## src/rtl/conv_weight_scheduler.sv

```systemverilog
// Layer sequencer for the dual-kernel weight BRAM: the load phase snoops the DMA stream,
// the compute phase walks every output-channel pair through the conv core.
module conv_weight_scheduler #(
    parameter int  BRAM_DEPTH     = 512,
    parameter int  BEATS_PER_LINE = 18,
    parameter int  RD_LATENCY     = 1,
    localparam int ADDR_W         = $clog2(BRAM_DEPTH)
) (
    input  logic              clk,
    input  logic              rst_n,
    input  logic              i_start,
    input  logic              i_skip_load,
    input  logic [ADDR_W:0]   i_num_pairs,
    input  logic              i_abort,
    input  logic              s_axis_tvalid,
    input  logic              s_axis_tready,
    input  logic              s_axis_tlast,
    output logic              o_write_addr_rst,
    output logic              o_read_en,
    output logic [ADDR_W-1:0] o_read_addr,
    output logic              o_core_start,
    input  logic              i_core_done,
    output logic [ADDR_W-1:0] o_pair_idx,
    output logic              o_busy,
    output logic              o_done,
    output logic              o_err
);
    localparam int BEAT_W = (BEATS_PER_LINE > 1) ? $clog2(BEATS_PER_LINE) : 1;
    localparam int WAIT_W = 3;
    localparam logic [BEAT_W-1:0] LAST_BEAT = BEAT_W'(BEATS_PER_LINE - 1);
    localparam logic [ADDR_W:0]   DEPTH_SAT = (ADDR_W+1)'(BRAM_DEPTH);
    localparam logic [WAIT_W-1:0] LAST_WAIT = WAIT_W'(RD_LATENCY - 1);

    typedef enum logic [2:0] {IDLE, WRST, LOAD, FETCH, WAIT_RD, RUN, DONE} state_e;

    state_e              state_q, state_d;
    logic [ADDR_W:0]     n_q, n_d;
    logic [ADDR_W:0]     line_q, line_d;
    logic [BEAT_W-1:0]   beat_q, beat_d;
    logic [WAIT_W-1:0]   wait_q, wait_d;
    logic [ADDR_W-1:0]   pair_q, pair_d;
    logic [ADDR_W-1:0]   addr_q, addr_d;
    logic                err_q, err_d;
    logic                wrst_q, wrst_d;
    logic                rd_en_q, rd_en_d;
    logic                start_q, start_d;
    logic                busy_q, busy_d;
    logic                done_q, done_d;
    logic [ADDR_W:0]     n_sat;
    logic                beat_fire;
    logic                final_beat;
    logic                last_pair;

    always_comb begin
        state_d    = state_q;
        n_d        = n_q;
        line_d     = line_q;
        beat_d     = beat_q;
        wait_d     = wait_q;
        pair_d     = pair_q;
        err_d      = err_q;
        n_sat      = (i_num_pairs > DEPTH_SAT) ? DEPTH_SAT : i_num_pairs;
        beat_fire  = s_axis_tvalid && s_axis_tready;
        final_beat = (beat_q == LAST_BEAT) && (line_q == n_q - 1'b1);
        last_pair  = ({1'b0, pair_q} == n_q - 1'b1);

        case (state_q)
            IDLE: begin
                if (i_start) begin
                    n_d    = n_sat;
                    pair_d = '0;
                    err_d  = 1'b0;
                    if (n_sat == '0)      state_d = DONE;
                    else if (i_skip_load) state_d = FETCH;
                    else                  state_d = WRST;
                end
            end
            WRST: begin
                beat_d  = '0;
                line_d  = '0;
                state_d = LOAD;
            end
            LOAD: begin
                if (beat_fire) begin
                    // tlast must mark exactly the last beat of the last line
                    if (s_axis_tlast != final_beat) err_d = 1'b1;
                    if (beat_q == LAST_BEAT) begin
                        beat_d = '0;
                        line_d = line_q + 1'b1;
                    end else begin
                        beat_d = beat_q + 1'b1;
                    end
                    if (final_beat) state_d = FETCH;
                end
            end
            FETCH: begin
                wait_d  = '0;
                state_d = WAIT_RD;
            end
            WAIT_RD: begin
                if (wait_q == LAST_WAIT) state_d = RUN;
                else                     wait_d  = wait_q + 1'b1;
            end
            RUN: begin
                if (i_core_done) begin
                    if (last_pair) begin
                        state_d = DONE;
                    end else begin
                        pair_d  = pair_q + 1'b1;
                        state_d = FETCH;
                    end
                end
            end
            DONE:    state_d = IDLE;
            default: state_d = IDLE;
        endcase

        if (i_abort && (state_q != IDLE)) begin
            state_d = IDLE;
            pair_d  = pair_q;
        end

        // Output registers are loaded from the next state so they line up with state_q
        wrst_d  = (state_d == WRST);
        rd_en_d = (state_d == FETCH);
        start_d = (state_d == RUN) && (state_q != RUN);
        busy_d  = (state_d != IDLE);
        done_d  = (state_d == DONE);
        addr_d  = (state_d == FETCH) ? pair_d : addr_q;
    end

    always_ff @(posedge clk or negedge rst_n) begin
        if (!rst_n) begin
            state_q <= IDLE;
            n_q     <= '0;
            line_q  <= '0;
            beat_q  <= '0;
            wait_q  <= '0;
            pair_q  <= '0;
            addr_q  <= '0;
            err_q   <= 1'b0;
            wrst_q  <= 1'b0;
            rd_en_q <= 1'b0;
            start_q <= 1'b0;
            busy_q  <= 1'b0;
            done_q  <= 1'b0;
        end else begin
            state_q <= state_d;
            n_q     <= n_d;
            line_q  <= line_d;
            beat_q  <= beat_d;
            wait_q  <= wait_d;
            pair_q  <= pair_d;
            addr_q  <= addr_d;
            err_q   <= err_d;
            wrst_q  <= wrst_d;
            rd_en_q <= rd_en_d;
            start_q <= start_d;
            busy_q  <= busy_d;
            done_q  <= done_d;
        end
    end

    assign o_write_addr_rst = wrst_q;
    assign o_read_en        = rd_en_q;
    assign o_read_addr      = addr_q;
    assign o_core_start     = start_q;
    assign o_pair_idx       = pair_q;
    assign o_busy           = busy_q;
    assign o_done           = done_q;
    assign o_err            = err_q;

endmodule

```

## config.mk

```make
export PLATFORM = sky130hd
export DESIGN_NAME = conv_weight_scheduler
export DESIGN_NICKNAME = d
export VERILOG_FILES = /design/src/rtl/conv_weight_scheduler.sv
export SDC_FILE = /design/constraint.sdc
export NUM_CORES = 1
export LEC_CHECK = 0
export ABC_AREA = 0
export BUFFER_PORTS_ARGS = -buffer_cell sky130_fd_sc_hd__buf_2
export CAP_MARGIN = 20
export CORE_AREA = 5 5 82 84
export CTS_BUF_LIST = sky130_fd_sc_hd__clkbuf_8
export DETAILED_ROUTE_END_ITERATION = 10
export DIE_AREA = 0 0 87 89
export GPL_TIMING_DRIVEN = 0
export PLACE_DENSITY = 0.77
export SLEW_MARGIN = 20
export SYNTH_ARGS = -nofsm -noshare
export SYNTH_HDL_FRONTEND = slang
export SYNTH_SLANG_ARGS = --single-unit
```

## constraint.sdc

```tcl
create_clock -name clk -period 4.38 [get_ports clk]
set_input_delay 0.219 -clock clk [delete_from_list [all_inputs] [get_ports clk]]
set_output_delay 0.219 -clock clk [all_outputs]
set_load 0.005 [all_outputs]
```

==> impl_metrics.csv, run 1 <==
group,metric,value,unit
global_route,grt-ovfl-total,0,
placed_design,portBuffers,41,
logic_synthesis,syn_area_per_cell,9.53,um2
min_path,hold_start,"i_num_pairs[0]",
setup_path,start_kind,"flop",
final_layout,final_common_cell,"dfrtp_1",
clocking,cts.repair.resized,0,
clocking,numCtsBuffers,5,
clocking,cts_tree,"yes",
routing,drt-total-wl,7.30,mm
logic_synthesis,syn_inst,346,
job,max-cap-violations,0,
timing,slew_headroom,52.7,%
clocking,clockBufferDepth,2,
setup_path,crit_cells,11,
logic_synthesis,synth_ff_type,"dfrtp_1",
routing,drt_iter0_drc,186,
timing,worst_pin_slew,0.706,ns
logic_synthesis,yosysSeqAreaShare,41.7,%
placed_design,placed_cell_area,3600,um2
routing,dr.pass1.iters,4,
clocking,clock_latency,0.31,ns
status,status,"complete, no violations",
clocking,root_buffer,"clkbuf_8",
timing,skew,0.00573,ns
logic_synthesis,yosysWarnings,0,
global_route,grt_max_degree,56,
setup_path,cpPeakStageDelay,0.51,ns
global_route,grt.total_usage,20.4,%
timing,fmax,0.273,GHz
logic_synthesis,synthesis.area,3300,um2
routing,postRouteAntennaNets,0,
setup_path,rr_worst_depth,11,
logic_synthesis,synth_cell_types,56,
timing,setup_tns,0,ns
power_and_ir_drop,ir_drop,0.298,mV
routing,vias,2746,
power_and_ir_drop,cellLeakagePower,1.78,nW
setup_path,crit_required,4.58,ns
floorplan,die_area,7740,um2
timing,setup_viol,0,
logic_synthesis,synth_compound_area_share,12.0,%
power_and_ir_drop,power.density,529,nW/um2
clocking,holdBufCountCts,1,
setup_path,r2r_slack,0.71,ns
setup_path,regToRegEndpoint,"o_read_addr[2]$_DFFE_PN0N_",
placed_design,gp_congestion,0.832,
clocking,cts.clk_slew.worst_paths,0.10,ns
final_layout,nNetsFinal,421,
setup_path,arrival,3.87,ns
final_layout,drive_gt1_share,18.7,%
clocking,cts_setup_buffers,0,
min_path,whs_endpoint,"n_q[0]$_DFFE_PN0P_",
setup_path,cp_top_family,"simple AND/OR/NAND/NOR gates",
routing,drt-wirelength-per-cell,15.5,um
clocking,cts.sinks,55,
timing,hold_viol,0,
floorplan,die_width,87,um
placed_design,dp_hpwl,5.52,mm
final_layout,final_cell_mix,"dfrtp_1 (55), buf_2 (44), nand2_1 (41)",
routing,viasPerCell,5.83,
min_path,hp-class,"in -> reg",
timing,rsz0062_at_grt,"no",
final_layout,nFillCells,481,
final_layout,multi_input_area,1840,um2
logic_synthesis,synth-simple-area-share,26.3,%
min_path,min_delay_path_depth,3,
setup_path,slowest_stage,"or4_4",
logic_synthesis,async_flop_share,100,%
global_route,grt_pass1_vias,2717,
logic_synthesis,synth_mux_area_share,5.84,%
final_layout,antenna_cells,0,
logic_synthesis,synth-seq-cells,55,
setup_path,cp_max_fo,10,
floorplan,ios,43,
global_route,grt_first_pass_wirelength,12.5,mm
clocking,htreeDepth,2,
setup_path,crit_path_end_kind,"flop",
timing,finalCritPeriodShare,83.8,%
final_layout,final_area,3690,um2
setup_path,path_class,"reg -> reg",
logic_synthesis,synth_top_family_by_area,"simple AND/OR/NAND/NOR gates",
logic_synthesis,yosys.area_share.xor_xnor,8.92,%
floorplan,fp.coreArea,5850,um2
setup_path,cp_num_buf_inv,2,
logic_synthesis,synth-edff-count,0,
final_layout,ff_latch_area,1380,um2
final_layout,syn_to_final_growth,12.0,%
floorplan,start_util,56.4,%
global_route,antenna_found_initial,0,
logic_synthesis,synthAdderAreaFrac,2.66,%
timing,slew_violations,0,
floorplan,die_h,89,um
setup_path,rr_startpoint,"n_q[0]$_DFFE_PN0P_",
logic_synthesis,synth_fp_nets,372,
floorplan,num_rows,28,
final_layout,utilization,63.1,%
routing,drc,0,
timing,period_needed,3.67,ns
setup_path,crit_chain,"buf_4 > inv_1 > ha_1 > nor3b_1 > nor3b_1 > xnor2_1 > xnor2_1 > or4_4 > o221a_4 > nor3_4 > mux2_2",
[worst max-delay path by stage]
| stage | startpoint | to | slack (ns) |
|---|---|---|---|
| floorplan | n_q[0]$_DFFE_PN0P_ | o_read_addr[0]$_DFFE_PN0N_ | 1.16 |
| global placement | n_q[0]$_DFFE_PN0P_ | o_read_addr[6]$_DFFE_PN0N_ | 0.83 |
| detailed placement | n_q[0]$_DFFE_PN0P_ | o_read_addr[5]$_DFFE_PN0N_ | 0.76 |
| CTS | n_q[0]$_DFFE_PN0P_ | o_read_addr[5]$_DFFE_PN0N_ | 0.72 |
| global route | n_q[0]$_DFFE_PN0P_ | o_read_addr[5]$_DFFE_PN0N_ | 0.49 |
| finish | n_q[0]$_DFFE_PN0P_ | o_read_addr[2]$_DFFE_PN0N_ | 0.71 |
[cell usage after synthesis, types with 6 or more instances]
cell      instances  area, um2
and3_1            7       43.8
xnor2_1          14        123
nand2_1          41        154
mux2_2            9        101
ha_1              7       87.6
nor2b_1           6       37.5
dfrtp_1          55       1380
nor2_1           22       82.6
o21ai_0          16       80.1
nand2b_1         17        106
clkbuf_1          7       26.3
nand3_1           8       40.0
mux2i_1           8       80.1
nand4_1          10       62.6
a21oi_1          16       80.1
xor2_1           17        149
[where the power goes]
group | switching (mW) | internal [mW]
Sequential | 0.103 | 0.605
Clock | 0.161 | 0.110
Combinational | 0.550 | 0.425
Total | 0.814 | 1.14
[layout make-up]
type,instances,area share (%)
multi-input combinational,271,49.7
inverter,5,0.508
sequential,55,37.3
tap,75,2.54
buffer,15,1.76
clock buffer,5,1.86
timing repair buffer,42,5.90
clock inverter,3,0.407
[cells by family (layout without fill, tap and decap cells)]
logic type / count (synthesis) / in the layout
muxes: 18 / 18
DFF: 55 / 55
and+or+nand+nor: 153 / 153
adders and majority gates: 7 / 7
buffers and inverters: 20 / 70
xor gates and xnor gates: 32 / 32
AOI/OAI and AO/OA: 61 / 61
[tightest hold or removal path, stage by stage]
cell,delay [ns]
buf_2,0.10
nand2b_1,0.05
o21ai_0,0.06
[per-layer routing]
| metal | vias to the layer above | global-route usage, % | wire [um] |
|---|---|---|---|
| li1 | 1338 | - | - |
| met1 | 1334 | 25.2 | 3170 |
| met2 | 66 | 36.4 | 3710 |
| met3 | 8 | 4.06 | 346 |
| met4 | 0 | 5.67 | 78 |
| met5 | - | 0 | 0 |
[stage by stage]
| stage | total power, mW | setup WS, ns | std cells | hold slack (ns) |
|---|---|---|---|---|
| 3_3_place_gp | 1.65 | 0.831 | 462 | 0.468 |
| 2_1_floorplan | 1.45 | 1.16 | 346 | -0.0766 |
| 3_5_place_dp | 1.68 | 0.755 | 462 | 0.313 |
| 5_1_grt | 2.11 | 0.494 | 471 | 0.186 |
| 4_1_cts | 1.96 | 0.717 | 471 | 0.160 |
| 6_report | 1.95 | 0.711 | 471 | 0.165 |
[registers in the layout, indices dropped and copies added, names as in the netlist, 3 cells and up]
signal and flops:
beat_q 5, n_q 10, o_read_addr 9, o_pair_idx 9
wait_q 3, state_q 3, line_q 10
No activity file was read; power rests on OpenSTA's default activity.
==> run 2: changes to the inputs <==
- CORE_AREA: 5 5 82 84 -> 5 5 85 87
- DIE_AREA: 0 0 87 89 -> 0 0 90 92
- PLACE_DENSITY: 0.77 -> 0.75
- clock period: 4.38 -> 3.1 ns (I/O delays scaled with it)
==> impl_metrics.csv, run 2 (same netlist as run 1, synthesis figures left out) <==
group,metric,value,unit
setup_path,path_class,"reg -> reg",
setup_path,crit_chain,"clkbuf_4 > or4_4 > nor4_4 > xnor2_1 > nand3_1 > or4_4 > o221a_4 > nor3_4 > buf_12 > mux2_1",
floorplan,ios,43,
power_and_ir_drop,p_seq_share,34.0,%
status,status,"complete, no violations",
power_and_ir_drop,p_switching,1.25,mW
final_layout,top_regs,"line_q x10, n_q x10",
min_path,hp-class,"in -> reg",
placed_design,dp_hpwl,5.48,mm
clocking,htreeDepth,2,
floorplan,fp.coreArea,6280,um2
clocking,clock_latency,0.32,ns
floorplan,start_util,52.5,%
final_layout,nNetsFinal,424,
setup_path,cp_top_family,"simple AND/OR/NAND/NOR gates",
power_and_ir_drop,ir_drop,0.485,mV
setup_path,cp-startpoint,"n_q[3]$_DFFE_PN0P_",
final_layout,syn_to_final_growth,16.2,%
routing,dr.pass1.iters,4,
global_route,grt_pass1_vias,2933,
clocking,numCtsBuffers,5,
clocking,cts_tree,"yes",
min_path,hold_start,"i_num_pairs[1]",
timing,setup_viol,0,
power_and_ir_drop,intPower,1.76,mW
final_layout,antenna_cells,0,
timing,setup_tns,0,ns
floorplan,die_area,8280,um2
setup_path,cp_max_fo,10,
routing,drt-total-wl,7.41,mm
power_and_ir_drop,power,3.01,mW
setup_path,cpPeakStageDelay,0.57,ns
global_route,grt-ovfl-total,0,
timing,slew_violations,0,
timing,period_needed,3.09,ns
floorplan,num_rows,29,
setup_path,crit_path_end_kind,"flop",
clocking,cts.clk_slew.worst_paths,0.10,ns
routing,drt-wirelength-per-cell,15.6,um
floorplan,die_h,92,um
clocking,clockBufferDepth,2,
global_route,grt.total_usage,18.6,%
clocking,cts.sinks,55,
final_layout,final_common_cell,"dfrtp_1",
routing,vias,2741,
final_layout,nFillCells,517,
placed_design,portBuffers,41,
power_and_ir_drop,p_comb_share,51.9,%
placed_design,dp_worst_setup_slack,-0.352,ns
global_route,grt_max_degree,56,
setup_path,slowest_stage,"or4_4",
job,max-cap-violations,0,
setup_path,crit_required,3.30,ns
placed_design,gp_congestion,0.822,
routing,drc,0,
power_and_ir_drop,cellLeakagePower,1.82,nW
timing,hold_viol,0,
floorplan,die_width,90,um
power_and_ir_drop,power.density,787,nW/um2
timing,holdWs,0.0930,ns
routing,drt_iter0_drc,154,
timing,rsz0062_at_grt,"yes",
setup_path,arrival,3.29,ns
power_and_ir_drop,sw_frac_of_total,41.6,%
power_and_ir_drop,clkPwrFrac,14.1,%
routing,postRouteAntennaNets,0,
setup_path,rr_startpoint,"n_q[3]$_DFFE_PN0P_",
timing,slew_headroom,53.2,%
clocking,root_buffer,"clkbuf_8",
timing,fmax,0.324,GHz
routing,viasPerCell,5.76,
timing,worst_pin_slew,0.702,ns
final_layout,drive_gt1_share,22.3,%
final_layout,final_cell_mix,"dfrtp_1 (54), buf_2 (42), nand2_1 (41)",
setup_path,cp_num_buf_inv,2,
global_route,grt_first_pass_wirelength,13.0,mm
timing,setup_slack,0.0147,ns
timing,finalCritPeriodShare,99.5,%
setup_path,critPathMostFrequentCell,"or4_4",
setup_path,start_kind,"flop",
global_route,antenna_found_initial,0,
timing,skew,0.00861,ns
## run 2: changes by cell type in the layout (fill, tap and decap cells not counted), moves of 2 or more
cell	before	now
inv_6	0	3
nor3b_4	0	3
clkbuf_4	0	2
buf_2	44	42
buf_4	2	4
inv_1	5	3
nor3b_1	3	1
clkinv_2	3	0
inv_2	0	2
## run 2: what timing repair did
item                                   in CTS  in global routing
endpoints found under the hold margin      55                  0
pin swaps                                   1                  2
gates resized for setup                     6                 11
setup buffers                               3                  1
setup endpoints to repair                  10                 10
hold buffers                                1                  0
## run 2: area by class of cell
type	count	area, um2	area share (%)
Timing Repair Buffer	46	260	6.80
Buffer	14	70.1	1.83
Sequential cell	55	1380	36.0
Clock buffer	5	68.8	1.80
Inverter	5	18.8	0.490
Clock inverter	3	26.3	0.686
Tap cell	77	96.3	2.52
Multi-Input combinational cell	271	1910	49.9
## run 2: tightest hold or removal path: cells and delay by family
kind	cells	cell delay, ns
buf+inv	1	0.11
compound gates	1	0.06
simple gates	1	0.05
## run 2: path summary, 6_finish.rpt
path / to / slack, ns / cells past startpoint
max: o_read_addr[1]$_DFFE_PN0N_ / 0.01 / 10
min: n_q[1]$_DFFE_PN0P_ / 0.09 / 3
max reg2reg: o_read_addr[1]$_DFFE_PN0N_ / 0.01 / 10
min reg2reg: o_err$_DFFE_PN0P_ / 0.48 / 1
max in group asynchronous: n_q[5]$_DFFE_PN0P_ / 2.20 / 2
min in group asynchronous: n_q[0]$_DFFE_PN0P_ / 0.41 / 2
## run 2: power groups by stage
stage	registers [mW]	clock network (mW)	logic, mW
finish	1.02	0.426	1.57
global route	1.05	0.469	1.74
CTS	1.01	0.434	1.49
detailed placement	1.01	0	1.37
global placement	1.01	0	1.33
floorplan	0.982	0	1.09
## run 2: routing by layer
metal  GRT usage (%)  wire (um)  up-vias  part of all wire (%)
met4            7.57        169        0                   2.3
met3            3.76        305       18                   4.1
li1                -          -     1339                     -
met1            22.8       3160     1328                    43
met2            32.0       3770       56                    51
met5               0          0        -                     0
## run 2: per-stage QoR
step                std cells  util, %  instance area (um2)
floorplan                 346        -                 3310
global placement          464     57.5                 3610
detailed placement        464     57.5                 3610
CTS                       475     60.3                 3780
global route              476     61.0                 3830
finish                    476     61.0                 3830
